$ cat config.mk
export PLATFORM = sky130hd
export DESIGN_NAME = gp_timer_bank
export DESIGN_NICKNAME = d
export VERILOG_FILES = /design/src/rtl/gp_timer_bank.sv
export SDC_FILE = /design/constraint.sdc
export NUM_CORES = 1
export LEC_CHECK = 0
export ABC_AREA = 1
export ABC_CLOCK_PERIOD_IN_PS = 1700
export BUFFER_PORTS_ARGS = -buffer_cell sky130_fd_sc_hd__buf_2
export CAP_MARGIN = 30
export CORE_MARGIN = 3
export CORE_UTILIZATION = 58
export DETAILED_ROUTE_END_ITERATION = 8
export PLACE_DENSITY = 0.83
export SETUP_SLACK_MARGIN = 0.02
export SLEW_MARGIN = 20
export SYNTH_ARGS = -nofsm -noshare
export SYNTH_HDL_FRONTEND = slang
export SYNTH_SLANG_ARGS = --single-unit
$ cat constraint.sdc
create_clock -name clk -period 1.7 [get_ports clk]
set_input_delay 0.17 -clock clk [delete_from_list [all_inputs] [get_ports clk]]
set_output_delay 0.17 -clock clk [all_outputs]
set_load 0.01 [all_outputs]
$ cat src/rtl/gp_timer_bank.sv
// rtl/gp_timer_bank.sv - multi-channel compare timer bank with shared prescaler and interrupt
//
// Purpose: N_CHANNELS independent compare timers (periodic or one-shot), one
// shared programmable prescaler, per-channel interrupt status/enable and one
// combined interrupt line. Sits on the CPU memory bus.
//
// Ports:
//   clk        system clock, rising edge
//   resetq     asynchronous active-low reset
//   select     block decode from the top level
//   wr[3:0]    byte write enables (lane i -> data_in[8i+7:8i])
//   addr[5:0]  word address
//   data_in    write data
//   data_out   read data, combinational from addr
//   interrupt  OR of (int_status & int_enable)
module gp_timer_bank #(
    parameter int N_CHANNELS     = 4,
    parameter int WIDTH          = 32,
    parameter int PRESCALE_WIDTH = 16
) (
    input  logic        clk,
    input  logic        resetq,
    input  logic        select,
    input  logic [3:0]  wr,
    input  logic [5:0]  addr,
    input  logic [31:0] data_in,
    output logic [31:0] data_out,
    output logic        interrupt
);

    localparam logic [5:0] A_STATUS   = 6'd32;
    localparam logic [5:0] A_ENABLE   = 6'd33;
    localparam logic [5:0] A_PRESCALE = 6'd34;

    logic [31:0]               bmask;
    logic                      wr_en;
    logic                      tick;
    logic [PRESCALE_WIDTH-1:0] prescale;
    logic [PRESCALE_WIDTH-1:0] psc;
    logic [N_CHANNELS-1:0]     int_status;
    logic [N_CHANNELS-1:0]     int_enable;
    logic [N_CHANNELS-1:0]     event_set;
    logic [2:0]                ctrl_a    [N_CHANNELS];
    logic [WIDTH-1:0]          compare_a [N_CHANNELS];
    logic [WIDTH-1:0]          count_a   [N_CHANNELS];

    assign bmask = {{8{wr[3]}}, {8{wr[2]}}, {8{wr[1]}}, {8{wr[0]}}};
    assign wr_en = select && (wr != 4'd0);

    // Shared prescaler: tick is high on the cycle psc reaches PRESCALE.
    assign tick = (psc == prescale);

    always_ff @(posedge clk or negedge resetq) begin
        if (!resetq) begin
            psc      <= '0;
            prescale <= '0;
        end else begin
            if (wr_en && addr == A_PRESCALE) begin
                prescale <= (prescale & ~bmask[PRESCALE_WIDTH-1:0])
                          | (data_in[PRESCALE_WIDTH-1:0] & bmask[PRESCALE_WIDTH-1:0]);
                psc      <= '0;
            end else if (tick) begin
                psc <= '0;
            end else begin
                psc <= psc + PRESCALE_WIDTH'(1);
            end
        end
    end

    for (genvar c = 0; c < N_CHANNELS; c++) begin : g_ch
        localparam logic [5:0] A_CTRL = 6'(4 * c);

        logic [2:0]       ch_ctrl;   // {use_prescaler, oneshot, enable}
        logic [WIDTH-1:0] ch_cmp;
        logic [WIDTH-1:0] ch_cnt;
        logic             ctrl_we;
        logic             cmp_we;
        logic             cnt_we;
        logic             clr;
        logic             adv;
        logic             hit;

        assign ctrl_we = wr_en && addr == A_CTRL;
        assign cmp_we  = wr_en && addr == A_CTRL + 6'd1;
        assign cnt_we  = wr_en && addr == A_CTRL + 6'd2;
        assign clr     = ctrl_we && wr[0] && data_in[3];
        assign adv     = ch_ctrl[0] && (ch_ctrl[2] ? tick : 1'b1);
        // A COUNT write or clear_count overrides the advance, so no event then.
        assign hit     = adv && !cnt_we && !clr && (ch_cnt == ch_cmp);

        always_ff @(posedge clk or negedge resetq) begin
            if (!resetq) begin
                ch_ctrl <= '0;
                ch_cmp  <= '1;
                ch_cnt  <= '0;
            end else begin
                if (ctrl_we) begin
                    ch_ctrl <= (ch_ctrl & ~bmask[2:0]) | (data_in[2:0] & bmask[2:0]);
                end else if (hit && ch_ctrl[1]) begin
                    ch_ctrl[0] <= 1'b0;
                end
                if (cmp_we) begin
                    ch_cmp <= (ch_cmp & ~bmask[WIDTH-1:0]) | (data_in[WIDTH-1:0] & bmask[WIDTH-1:0]);
                end
                if (cnt_we) begin
                    ch_cnt <= (ch_cnt & ~bmask[WIDTH-1:0]) | (data_in[WIDTH-1:0] & bmask[WIDTH-1:0]);
                end else if (clr) begin
                    ch_cnt <= '0;
                end else if (adv) begin
                    ch_cnt <= hit ? '0 : ch_cnt + WIDTH'(1);
                end
            end
        end

        assign ctrl_a[c]    = ch_ctrl;
        assign compare_a[c] = ch_cmp;
        assign count_a[c]   = ch_cnt;
        assign event_set[c] = hit;
    end

    // Hardware set is OR-ed in after the W1C clear so an event is never lost.
    always_ff @(posedge clk or negedge resetq) begin
        if (!resetq) begin
            int_status <= '0;
            int_enable <= '0;
        end else begin
            if (wr_en && addr == A_STATUS) begin
                int_status <= (int_status & ~(data_in[N_CHANNELS-1:0] & bmask[N_CHANNELS-1:0]))
                            | event_set;
            end else begin
                int_status <= int_status | event_set;
            end
            if (wr_en && addr == A_ENABLE) begin
                int_enable <= (int_enable & ~bmask[N_CHANNELS-1:0])
                            | (data_in[N_CHANNELS-1:0] & bmask[N_CHANNELS-1:0]);
            end
        end
    end

    assign interrupt = |(int_status & int_enable);

    always_comb begin
        data_out = '0;
        if (!addr[5]) begin
            for (int c = 0; c < N_CHANNELS; c++) begin
                if (addr[4:2] == 3'(c)) begin
                    case (addr[1:0])
                        2'd0:    data_out = 32'(ctrl_a[c]);
                        2'd1:    data_out = 32'(compare_a[c]);
                        2'd2:    data_out = 32'(count_a[c]);
                        default: data_out = '0;
                    endcase
                end
            end
        end else begin
            case (addr)
                A_STATUS:   data_out = 32'(int_status);
                A_ENABLE:   data_out = 32'(int_enable);
                A_PRESCALE: data_out = 32'(prescale);
                default:    data_out = '0;
            endcase
        end
    end

endmodule
==> results of run 1 <==
==> repair_timing <==
item / CTS
setup buffers: 68
hold buffers: 11
gates resized for setup: 536
pin swaps: 207
hold endpoints to repair: 227
gates cloned: 22
endpoints found under the setup margin: 184
==> stage by stage <==
stage	setup TNS [ns]	instance area [um2]	util
2_1_floorplan	0	22300	-
3_3_place_gp	-74.30	28900	0.768
3_5_place_dp	-82.14	28900	0.768
4_1_cts	-59.01	33300	0.884
==> synthesized netlist by cell type (18+ instances only) <==
cell type  count  area, um2
nand2_1     1023       3840
nor2_1       500       1880
inv_1        379       1420
a21oi_1      278       1390
o21ai_0      203       1020
nand3_1      191        956
dfrtp_1      180       4500
xor2_1       138       1210
dfstp_2      128       3360
clkbuf_1     119        447
o22ai_1       96        601
nor3_1        88        440
nand4_1       23        144
a221oi_1      18        158
==> logic make-up after synthesis <==
family | synth area share
simple gates | 0.339
compound gates | 0.152
fa+ha+maj | 0.00282
flops | 0.354
mux | 0.00152
buf+inv | 0.0953
xor+xnor | 0.0556
==> per-layer routing <==
layer  overflow  track usage
met1         27        0.877
met2        258        0.990
met3         37        0.812
met4        210        0.932
met5          8        0.598
==> impl_results.md, run 1 <==
* Halt point of the flow: 5_1_grt
* Number of buffers created by CTS at 37
* Synthesized net count at 3527
* Pre-CTS setup slack at -0.539 ns
* Starting utilization of the core area at 0.590
* Quantity of I/O buffers inserted on ports at 77
* Register area share after synthesis at 0.354
* Dpl cells at 4707
* Deepest clock path buffer count at 3
* Log Error: [ERROR GRT-0232] Routing congestion too high. Check the congestion heatmap in the GUI.
* Top-level I/O count at 78
* Standard-cell rows at 71
* Async set or reset register ratio after synthesis at 1.00
* Number of flops mapped to enable cells by yosys at 0
* Synth Instances at 3477
* Cell at the root of the clock tree: clkbuf_16
* Prevailing post-synth register cell: dfrtp_1
* Count of cell types in the netlist at 40
* Number of warnings reported in the yosys synthesis log at 0
* Register bit count reported by yosys at 308
* Worst endpoint from the post-global-route timing repair: data_out[17]
* Combined area of all synthesized cells at 22200 um2
* GR Util All Layers at 0.895
* H-tree levels at 2
* Final global-route overflow total at 540
* Post-DP HPWL at 71500 um
* Die span in y at 202 um
* Die Width at 202 um
* Result of the run: did not finish
* Worst ep type: primary output
* Largest net degree at the start of global routing at 77
* Clock sink count at 308
* Average size of a mapped cell at 6.39 um2
* Weighted congestion reported at the end of routability-driven placement at 1.08
==> run 2, diff against run 1 <==
--- a/config.mk
+++ b/config.mk
@@ -6,14 +6,13 @@
 export NUM_CORES = 1
 export LEC_CHECK = 0
 export ABC_AREA = 1
-export ABC_CLOCK_PERIOD_IN_PS = 1700
+export ABC_CLOCK_PERIOD_IN_PS = 2200
 export BUFFER_PORTS_ARGS = -buffer_cell sky130_fd_sc_hd__buf_2
 export CAP_MARGIN = 30
 export CORE_MARGIN = 3
-export CORE_UTILIZATION = 58
+export CORE_UTILIZATION = 40
 export DETAILED_ROUTE_END_ITERATION = 8
-export PLACE_DENSITY = 0.83
-export SETUP_SLACK_MARGIN = 0.02
+export PLACE_DENSITY_LB_ADDON = 0.15
 export SLEW_MARGIN = 20
 export SYNTH_ARGS = -nofsm -noshare
 export SYNTH_HDL_FRONTEND = slang
==> constraint.sdc (replaced) <==
create_clock -name clk -period 2.2 [get_ports clk]
set_input_delay 0.22 -clock clk [delete_from_list [all_inputs] [get_ports clk]]
set_output_delay 0.22 -clock clk [all_outputs]
set_load 0.01 [all_outputs]
==> run 2 against run 1 <==
- the flow now finishes, with violations (negative setup slack)
- synthesized area did not move
- synthesized cell count did not move
==> impl_results.md, run 2 <==
* Global-route wire length before repair at 144000 um
* Final-report setup violation count at 20
* Register bit count reported by yosys at 308 (unchanged)
* Combined area of all synthesized cells at 22200 um2 (unchanged)
* Final worst-path setup slack at -0.160 ns
* Largest net degree at the start of global routing at 63
* Cell with the most instances after synthesis: nand2_1
* Count of buffering cells on the critical path with inverters included at 2
* Net load switching power at 13.2 mW
* Worst EP required at 1.98 ns
* Post-synth top cells: 1023 x nand2_1, 500 x nor2_1, 379 x inv_1
* Number of vias per cell at 5.40
* Post-Synth Simple-Gate Area at 0.339 (unchanged)
* Clock sink count at 308 (unchanged)
* Min-delay worst type: input port to flip-flop
* Transition time at the pin with the least slew margin at 0.657 ns
* Die outline area at 58400 um2
* Clock latency on the worst-skew pair at 0.58 ns
* Core Footprint at 54300 um2
* Classification of the worst setup path: flip-flop to output port
* Largest family of logic cells by synthesized area: simple AND/OR/NAND/NOR gates
* Power Dens Cells at 1050 nW/um2
* Average wire length per cell after detail routing at 21.1 um
* Result of the run: finished with violations
* Pre-CTS setup slack at -0.224 ns (+0.314 ns)
* Post-synth top area share at 0.203 (unchanged)
* DRC violations left at 0
* Xor-xnor portion of the synthesized cell area at 0.0556 (unchanged)
* Synth Instances at 3477 (unchanged)
* Fmax at 424 MHz
* Quantity of I/O buffers inserted on ports at 77 (unchanged)
* Complex-gate fraction of the synthesized area at 0.152 (unchanged)
* Detailed-router iteration count before antenna repair at 6
* Weighted congestion reported at the end of routability-driven placement at 0.987 (-8.5%)
* Starting utilization of the core area at 0.409 (-0.181)
* CP Data Arrival Time at 2.14 ns
* Antenna violations before repair at 0
* Layout Nets at 3885
* Number of nets with antenna violations after detailed routing at 0
* Number of flops mapped to enable cells by yosys at 0 (unchanged)
* Deepest clock path buffer count at 3 (unchanged)
* Termination of the worst setup path: data_out[16]
* Switching share of total power at 0.440
* Leading cell type in the layout, fill and taps excluded: nand2_1
* Average size of a mapped cell at 6.39 um2 (unchanged)
* Reg2reg path depth at 12
* Adder-Cell Fraction of Synth Area at 0.00282 (unchanged)
* Kind of start point of the critical path: flip-flop
* Number of stages on the worst setup path at 7
* Count of cell types in the netlist at 40 (unchanged)
* GR Util All Layers at 0.320
* Final critical-path required period at 2.36 ns
* Delay of the slowest cell on the worst path at 0.45 ns
* Hold Violations, Final at 0
* Share of power burned in combinational logic at 0.470
* Family with the most delay on the worst path: compound AO/OA/AOI/OAI gates
* Mux share of post-synthesis cell area at 0.00152 (unchanged)
* Top-level I/O count at 78 (unchanged)
* Cell type with the largest total area after synthesis: dfrtp_1
* Power consumption at 29.9 mW
* Endpoint kind of the worst setup timing path: output port
* Internal cell power at 16.8 mW
* Number of warnings reported in the yosys synthesis log at 0 (unchanged)
* Most frequent cells in the layout: 1000 x nand2_1, 467 x nor2_1, 352 x inv_1
* Number of violations reported at the end of detailed-routing iteration 0 at 2765
* Worst vdd rail ir drop at 0.000614 V
* Cell with the biggest individual delay on the critical path: dfrtp_2
* Final global-route overflow total at 0
* Dpl cells at 4480 (-4.8%)
* Crit path top cell by count: a21oi_1
* Register area share after synthesis at 0.354 (unchanged)
* Standard-cell rows at 85 (+20%)
* Leakage at 13.9 nW
* Synthesized net count at 3527 (unchanged)
* Worst slew margin relative to its limit at 0.560
* Async set or reset register ratio after synthesis at 1.00 (unchanged)
* Total number of vias at 24.9k
* Final period utilization at 1.07
* Final core utilization at 0.527
* Post-DP HPWL at 72400 um (+1.3%)
* Slack of the worst reg-to-reg path at 0.08 ns
* Cell types occupying the most area after synthesis: dfrtp_1 20%, nand2_1 17%, dfstp_2 15%
* Sum of negative setup slack at -1.97 ns
* Fin Clk Skew at 0.0189 ns
* H-tree levels at 2 (unchanged)
* CP max FO at 4
* Proportion of layout cells with a drive suffix above 1 at 0.239
* Vias in the first global route at 23.3k
* Layout Cells excl Fill at 4606
* Final routed wirelength across all metal layers at 97200 um
* CTS clk-pin slew, worst paths at 0.06 ns
* Sequential Power Share at 0.305
* Power share of the clock group at 0.225
* Antenna fix cells at 0
* Max-slew violation total from the final report at 0
* Die span in y at 242 um (+20%)
* Failing checks: negative setup slack
* Cell chain of the critical path: inv_1 -> o21ai_0 -> a21oi_1 -> o21ai_1 -> a21oi_1 -> nor3_2 -> buf_2
* Die Width at 242 um (+20%)
* Prevailing post-synth register cell: dfrtp_1
* Number of buffers created by CTS at 40 (+8.1%)
* Max-cap check violation count at 0
* Unrepaired setup endpoints after global routing: true
* Cell at the root of the clock tree: clkbuf_16
* Layout Area Growth over Synthesis at 28.9%
* TritonCTS clock tree: built
run 2: metal layers:
layer	share of wire	track usage	vias to the layer above	wire, um
li1	-	-	11896	-
met1	0.43	0.436	11658	41400
met2	0.44	0.502	1121	42900
met3	0.081	0.0461	211	7900
met4	0.052	0.150	0	5020
met5	0	0	-	0
run 2: worst min path at each step:
| stage | start | slack [ns] | to | cells after the start |
|---|---|---|---|---|
| 3_5_place_dp | resetq | 0.22 | async pin | 1 |
| 4_1_cts | data_in[23] | 0.04 | flip-flop | 3 |
| 5_1_grt | data_in[16] | 0.07 | flip-flop | 3 |
| 2_1_floorplan | resetq | -0.08 | async pin | 0 |
| 3_3_place_gp | resetq | 0.22 | async pin | 1 |
| 6_report | data_in[23] | 0.05 | flip-flop | 3 |
run 2: timing repair:
| item | 4_1_cts | 5_1_grt |
|---|---|---|
| gates resized for setup | 171 | 159 |
| hold buffers | 8 | 0 |
| pin swaps | 49 | 48 |
| buffers inserted | 35 | 16 |
| setup endpoints to repair | 115 | 153 |
| gates cloned | 4 | 3 |
| hold endpoints to repair | 50 | 0 |
run 2: power groups by stage:
stage | Combinational [mW] | Sequential, mW | Clock [mW]
after global placement | 12.4 | 9.18 | 0
after detailed placement | 12.4 | 9.17 | 0
after floorplan | 8.17 | 8.44 | 0
final | 14.1 | 9.12 | 6.74
after global routing | 15.5 | 9.30 | 7.02
after CTS | 13.3 | 9.03 | 6.80
run 2: kinds of logic (layout without fill, tap and decap cells):
| group | after synthesis | after routing |
|---|---|---|
| AO/OA/AOI/OAI | 621 | 621 |
| XOR/XNOR | 141 | 141 |
| adder cells (fa/ha/maj) | 5 | 5 |
| buffers and inverters | 538 | 926 |
| flip-flops | 308 | 308 |
| multiplexers | 3 | 3 |
| AND/OR/NAND/NOR | 1861 | 1863 |
run 2: worst reg2reg max path, delay by kind of cell, from the launching register on:
| family | cells | cell delay (ns) |
|---|---|---|
| AO/OA/AOI/OAI | 1 | 0.08 |
| buffers and inverters | 2 | 0.26 |
| flip-flops | 1 | 0.53 |
| AND/OR/NAND/NOR | 9 | 1.14 |
run 2: cell type report:
class	instances	area [um2]
Tap cell	739	925
Fill cell	5486	25700
Clock buffer	65	1240
Clock inverter	9	77.6
Inverter	395	1500
Multi-Input combinational cell	2633	13200
Timing Repair Buffer	457	3780
Sequential cell	308	7910
run 2: metrics by stage:
stage | hold slack (ns) | cell area (um2)
finish | 0.0550 | 28600
CTS | 0.0362 | 28000
floorplan | -0.0756 | 22200
detailed placement | 0.221 | 25700
global placement | 0.225 | 25700
global route | 0.0729 | 28600
No activity file was read; power rests on OpenSTA's default activity.
